**src/rtl/fp_addsub_pipe.sv**
```systemverilog
// fp_addsub_pipe: 3-stage pipelined IEEE-754-style adder/subtractor.
// Unpack/align, add/normalise, round/pack; round-to-nearest-even only.
module fp_addsub_pipe #(
    parameter int EXP_W  = 8,
    parameter int FRAC_W = 23
) (
    input  logic                  clk,
    input  logic                  rst,
    input  logic                  in_valid,
    output logic                  in_ready,
    input  logic [EXP_W+FRAC_W:0] in_a,
    input  logic [EXP_W+FRAC_W:0] in_b,
    input  logic                  in_op,
    output logic                  out_valid,
    input  logic                  out_ready,
    output logic [EXP_W+FRAC_W:0] out_s,
    output logic [2:0]            out_flags
);
    localparam int E  = EXP_W;
    localparam int F  = FRAC_W;
    localparam int W  = 1 + E + F;
    localparam int SH = F + 3;
    localparam int CA = $clog2(F + 5) + 1;
    localparam int CW = (E + 1 > CA) ? E + 1 : CA;

    typedef struct packed {
        logic         sgn;
        logic         sub;
        logic [E:0]   exp;
        logic [F+3:0] big;
        logic [F+3:0] sml;
        logic         nan;
        logic         inv;
        logic         inf;
        logic         isg;
    } s1_t;

    typedef struct packed {
        logic         sgn;
        logic [E:0]   exp;
        logic [F+3:0] man;
        logic         nan;
        logic         inv;
        logic         inf;
        logic         isg;
    } s2_t;

    logic         adv;
    logic         v1_q, v2_q, v3_q;
    s1_t          s1_d, s1_q;
    s2_t          s2_d, s2_q;
    logic [W-1:0] res_d, res_q;
    logic [2:0]   flg_d, flg_q;

    assign adv       = !v3_q || out_ready;
    assign in_ready  = adv;
    assign out_valid = v3_q;
    assign out_s     = res_q;
    assign out_flags = flg_q;

    logic           sa, sb, nan_a, nan_b, inf_a, inf_b, a_big;
    logic [E-1:0]   ea, eb, xa, xb;
    logic [F:0]     ma, mb, mbig, msml;
    logic [CW-1:0]  dexp;
    logic [2*F+5:0] aln;

    // unpack, classify specials, order by magnitude, align the smaller
    always_comb begin
        sa    = in_a[W-1];
        sb    = in_b[W-1] ^ in_op;
        ea    = in_a[W-2:F];
        eb    = in_b[W-2:F];
        xa    = (ea == '0) ? E'(1) : ea;
        xb    = (eb == '0) ? E'(1) : eb;
        ma    = {ea != '0, in_a[F-1:0]};
        mb    = {eb != '0, in_b[F-1:0]};
        nan_a = (&ea) && (in_a[F-1:0] != '0);
        nan_b = (&eb) && (in_b[F-1:0] != '0);
        inf_a = (&ea) && (in_a[F-1:0] == '0);
        inf_b = (&eb) && (in_b[F-1:0] == '0);
        a_big = in_a[W-2:0] >= in_b[W-2:0];
        mbig  = a_big ? ma : mb;
        msml  = a_big ? mb : ma;
        dexp  = a_big ? CW'(xa) - CW'(xb) : CW'(xb) - CW'(xa);
        if (dexp > CW'(SH))
            dexp = CW'(SH);
        aln   = {msml, 2'b00, {(F+3){1'b0}}} >> dexp;
        s1_d.sgn = a_big ? sa : sb;
        s1_d.sub = sa ^ sb;
        s1_d.exp = {1'b0, a_big ? xa : xb};
        s1_d.big = {mbig, 3'b000};
        s1_d.sml = {aln[2*F+5:F+3], |aln[F+2:0]};
        s1_d.nan = nan_a | nan_b;
        s1_d.inv = !s1_d.nan && inf_a && inf_b && s1_d.sub;
        s1_d.inf = !s1_d.nan && !s1_d.inv && (inf_a | inf_b);
        s1_d.isg = inf_a ? sa : sb;
    end

    logic [F+4:0]  sum;
    logic [F+3:0]  nrm;
    logic [CW-1:0] lz, lim, shl;

    function automatic logic [CW-1:0] lzc(input logic [F+3:0] x);
        logic [CW-1:0] n;
        n = CW'(F + 4);
        for (int i = 0; i <= F + 3; i++)
            if (x[i])
                n = CW'(F + 3 - i);
        return n;
    endfunction

    // add/subtract magnitudes, normalise without going below exponent 1
    always_comb begin
        sum = s1_q.sub ? {1'b0, s1_q.big} - {1'b0, s1_q.sml}
                       : {1'b0, s1_q.big} + {1'b0, s1_q.sml};
        lz  = lzc(sum[F+3:0]);
        lim = CW'(s1_q.exp) - CW'(1);
        shl = (lz < lim) ? lz : lim;
        nrm = sum[F+3:0] << shl;
        s2_d.exp = s1_q.exp - (E+1)'(shl);
        if (sum[F+4]) begin
            nrm      = {sum[F+4:2], sum[1] | sum[0]};
            s2_d.exp = s1_q.exp + (E+1)'(1);
        end
        s2_d.sgn = (s1_q.sub && sum == '0) ? 1'b0 : s1_q.sgn;
        s2_d.man = nrm;
        s2_d.nan = s1_q.nan;
        s2_d.inv = s1_q.inv;
        s2_d.inf = s1_q.inf;
        s2_d.isg = s1_q.isg;
    end

    logic [F:0]   m3;
    logic         g3, r3, t3, rup, hid, ovf;
    logic [F+1:0] mr;
    logic [E:0]   eo;
    logic [F-1:0] fr;

    // round to nearest even, pack, then apply overflow and special cases
    always_comb begin
        m3  = s2_q.man[F+3:3];
        g3  = s2_q.man[2];
        r3  = s2_q.man[1];
        t3  = s2_q.man[0];
        rup = g3 & (r3 | t3 | m3[0]);
        mr  = {1'b0, m3} + (F+2)'(rup);
        hid = mr[F+1] | mr[F];
        eo  = s2_q.exp + (E+1)'(mr[F+1]);
        fr  = mr[F+1] ? mr[F:1] : mr[F-1:0];
        ovf = hid && (eo >= {1'b0, {E{1'b1}}});
        res_d = {s2_q.sgn, hid ? eo[E-1:0] : {E{1'b0}}, fr};
        flg_d = {2'b00, g3 | r3 | t3};
        if (ovf) begin
            res_d = {s2_q.sgn, {E{1'b1}}, {F{1'b0}}};
            flg_d = 3'b011;
        end
        if (s2_q.nan || s2_q.inv) begin
            res_d = {1'b0, {E{1'b1}}, 1'b1, {(F-1){1'b0}}};
            flg_d = {s2_q.inv, 2'b00};
        end else if (s2_q.inf) begin
            res_d = {s2_q.isg, {E{1'b1}}, {F{1'b0}}};
            flg_d = 3'b000;
        end
    end

    // pipeline registers; all stages move only when the output can drain
    always_ff @(posedge clk) begin
        if (rst) begin
            v1_q  <= 1'b0;
            v2_q  <= 1'b0;
            v3_q  <= 1'b0;
            s1_q  <= '0;
            s2_q  <= '0;
            res_q <= '0;
            flg_q <= '0;
        end else if (adv) begin
            v1_q  <= in_valid;
            v2_q  <= v1_q;
            v3_q  <= v2_q;
            s1_q  <= s1_d;
            s2_q  <= s2_d;
            res_q <= res_d;
            flg_q <= flg_d;
        end
    end
endmodule

```
**config.mk**
```make
export PLATFORM = sky130hd
export DESIGN_NAME = fp_addsub_pipe
export DESIGN_NICKNAME = d
export VERILOG_FILES = /design/src/rtl/fp_addsub_pipe.sv
export SDC_FILE = /design/constraint.sdc
export NUM_CORES = 1
export LEC_CHECK = 0
export BUFFER_PORTS_ARGS = -buffer_cell sky130_fd_sc_hd__buf_2
export CORE_MARGIN = 8
export CORE_UTILIZATION = 40
export CTS_BUF_LIST = sky130_fd_sc_hd__clkbuf_2 sky130_fd_sc_hd__clkbuf_4 sky130_fd_sc_hd__clkbuf_8
export CTS_CLUSTER_DIAMETER = 30
export DETAILED_ROUTE_END_ITERATION = 12
export PLACE_DENSITY = 0.65
export SLEW_MARGIN = 10
export SYNTH_ARGS = -nofsm -noshare
export SYNTH_HDL_FRONTEND = slang
export SYNTH_SLANG_ARGS = --single-unit
```
**constraint.sdc**
```tcl
create_clock -name clk -period 15.2 [get_ports clk]
set_clock_uncertainty 0.05 [all_clocks]
set_input_delay 3.04 -clock clk [delete_from_list [all_inputs] [get_ports clk]]
set_output_delay 3.04 -clock clk [all_outputs]
set_load 0.02 [all_outputs]
```
==> impl_metrics.py <==
metrics = {
    "status": {
        "status": "complete, no violations",
    },
    "layout": {
        "finish.utilization_pct": 43.4,
        "n_fill_cell": 4096,
        "antenna_cells": 0,
        "syn_to_final_growth_pct": 6.82,
        "final_common_cell": "nor2_1",
        "fin_cells": 2702,
        "final_cell_mix": "nor2_1, a21oi_1, nand2_1, dfxtp_1, inv_1",
        "drive_gt1_share_pct": 9.98,
        "stdcell_area_um2": 16800,
        "final_net_count": 2358,
    },
    "synth": {
        "async_flop_share_pct": 0,
        "synth-edff-count": 0,
        "ys_warn_count": 0,
        "syn_area_per_cell_um2": 7.21,
        "yosys.area.top_type_share_pct": 18.3,
        "synth.yosys.seq_area_share_pct": 18.3,
        "synth_top_area_cell": "dfxtp_1",
        "postSynthCellCount": 2181,
        "synth_area_leaders": "dfxtp_1, ha_1, a21oi_1",
        "synth_ff_type": "dfxtp_1",
        "synth_nets": 2368,
        "syn_area_um2": 15700,
        "ys_ff_latch": 144,
        "synthDistinctLibCells": 104,
    },
    "floorplan": {
        "dieArea_um2": 45900,
        "die_h_um": 214,
        "core_um2": 38700,
        "pin_count": 106,
        "start_util_pct": 40.6,
        "die_w_um": 214,
        "rows": 72,
    },
    "power_and_ir_drop": {
        "netSwitchingFraction_pct": 49.6,
        "power_frac_comb_pct": 55.4,
        "p_switching_uw": 940,
        "ir_worst_vdd_mv": 0.0590,
        "p_clk_share_pct": 17.9,
        "p_per_area_nw_per_um2": 113,
        "p_leak_uw": 0.00705,
        "p_int_uw": 954,
        "seqPwrFrac_pct": 26.7,
    },
    "timing": {
        "fin_crit_sh_pct": 60.1,
        "finalCriticalPeriod_ns": 9.13,
        "hold_viol": 0,
        "rsz0062_at_grt": "false",
        "finalMaxSlewViolations": 0,
        "slew_headroom_pct": 23.9,
        "hold_ws_ns": 0.407,
        "finalSetupViolCount": 0,
        "worst_pin_slew_ns": 1.13,
        "fmax_mhz": 110,
        "setup_tns_ns": 0,
    },
    "clock_tree": {
        "ctsResizeCount": 0,
        "path_clk_slew_ns": 0.10,
        "numCtsBuffers": 17,
        "cts.sink_count": 144,
        "htreeDepth": 4,
        "cts_setup_buffers": 0,
        "clkLatencyLatePin_ns": 0.51,
        "cts_max_path_buffers": 2,
        "cts_tree": "done",
        "cts-hold-fix-buffers": 0,
        "cts_root_buffer": "clkbuf_8",
    },
    "worst_setup_path": {
        "crit_start": "s1_q[34]$_SDFFE_PP0P_",
        "crit_type": "reg -> reg",
        "slowest_stage": "nor3_1",
        "arrival_ns": 9.52,
        "critPathRequiredTime_ns": 15.59,
        "rr_startpoint": "s1_q[34]$_SDFFE_PP0P_",
        "slowest_delay_ns": 0.64,
        "start_kind": "register",
        "crit_path_end_kind": "register",
        "worstPathMaxFanout": 34,
    },
    "drt": {
        "drtIter0Drc": 1916,
        "viasPerCell": 6.41,
        "drcViolationCount": 0,
        "wl_um": 60300,
        "detail_route.wl_per_cell_um": 22.3,
        "final_antenna_net_count": 0,
        "drt-pass1-iter-count": 6,
        "vias": 17300,
    },
    "global_routing": {
        "grt_antenna_before_repair": 1,
        "grt_max_degree": 84,
        "grt-ovfl-total": 0,
        "grt_usage_pct": 25.2,
        "grt_pass1_wl_um": 94200,
        "grt_pass1_vias": 16300,
    },
    "min_path": {
        "hold_path.class": "reg -> reg",
        "worstHoldStart": "out_s[10]$_SDFFE_PP0P_",
    },
    "placement": {
        "io_buffers": 105,
        "place_area_um2": 16400,
        "dp.cells": 2670,
        "place.gp.congestion": 0.966,
        "dp_hpwl_um": 46400,
    },
    "job": {
        "maxCapViolCount": 0,
    },
}
==> worst paths after layout <==
check        cells after the start  slack, ns                endpoint
min                              2       0.41  out_s[10]$_SDFFE_PP0P_
min reg2reg                      2       0.41  out_s[10]$_SDFFE_PP0P_
max reg2reg                     35       6.07   s2_q[39]$_SDFFE_PP0P_
max                             35       6.07   s2_q[39]$_SDFFE_PP0P_
==> sequential cells by signal, indices dropped and copies added (netlist names) <==
name / cells
s1_q: 65
out_s: 32
m3: 24
s2_q: 15
out_flags: 3
g3: 1
out_valid: 1
r3: 1
v1_q: 1
v2_q: 1
==> stage by stage <==
stage | power, uW | setup WS [ns]
2_1_floorplan | 1220 | 7.56
3_3_place_gp | 1520 | 5.84
3_5_place_dp | 1520 | 5.83
4_1_cts | 1870 | 6.27
5_1_grt | 2000 | 5.38
6_report | 1890 | 6.07
==> per-layer routing <==
layer	GRT usage (%)	wire, um	vias to the layer above
met5	0	12	-
met4	8.84	1860	2
met3	5.19	5210	131
met2	37.6	25700	874
met1	35.3	27500	8244
li1	-	-	8082
==> worst max-delay path: cells and delay by family, from the launching register on <==
family	cells	cell delay (ns)
compound gates	14	3.38
simple gates	13	2.73
fa+ha+maj	4	1.37
buf+inv	2	0.73
flops	1	0.48
xor+xnor	2	0.33
==> cell usage after synthesis, drive strengths merged, types with 41 or more instances <==
library cell,instances
a211oi,97
a21oi,198
buf,41
clkbuf,111
dfxtp,144
ha,114
inv,126
mux2i,62
nand2,193
nand3,44
nor2,248
nor3,69
o211ai,51
o21ai,107
xnor2,41
==> area by class of cell <==
class | count | area (um2) | area share (%)
clock buffers | 17 | 234 | 1.39
clock inverters | 15 | 194 | 1.15
inverters | 127 | 480 | 2.86
multi-input cells | 1758 | 11700 | 69.6
flip-flops and latches | 144 | 2880 | 17.2
well taps | 518 | 648 | 3.86
repair buffers | 123 | 663 | 3.95
==> power by group through the flow <==
stage	Sequential, uW	Combinational, uW	Clock (uW)
final	507	1050	339
after global routing	515	1130	361
after CTS	505	1020	346
after detailed placement	514	1010	0
after global placement	512	1010	0
after floorplan	513	711	0
==> cells by family after synthesis <==
| logic type | share of synthesized area, % |
|---|---|
| xor gates and xnor gates | 3.50 |
| DFF | 18.3 |
| and+or+nand+nor | 21.8 |
| AOI/OAI and AO/OA | 34.0 |
| muxes | 5.42 |
| buffers and inverters | 7.42 |
| adders and majority gates | 9.58 |
Power figures use the tool's default switching activity.
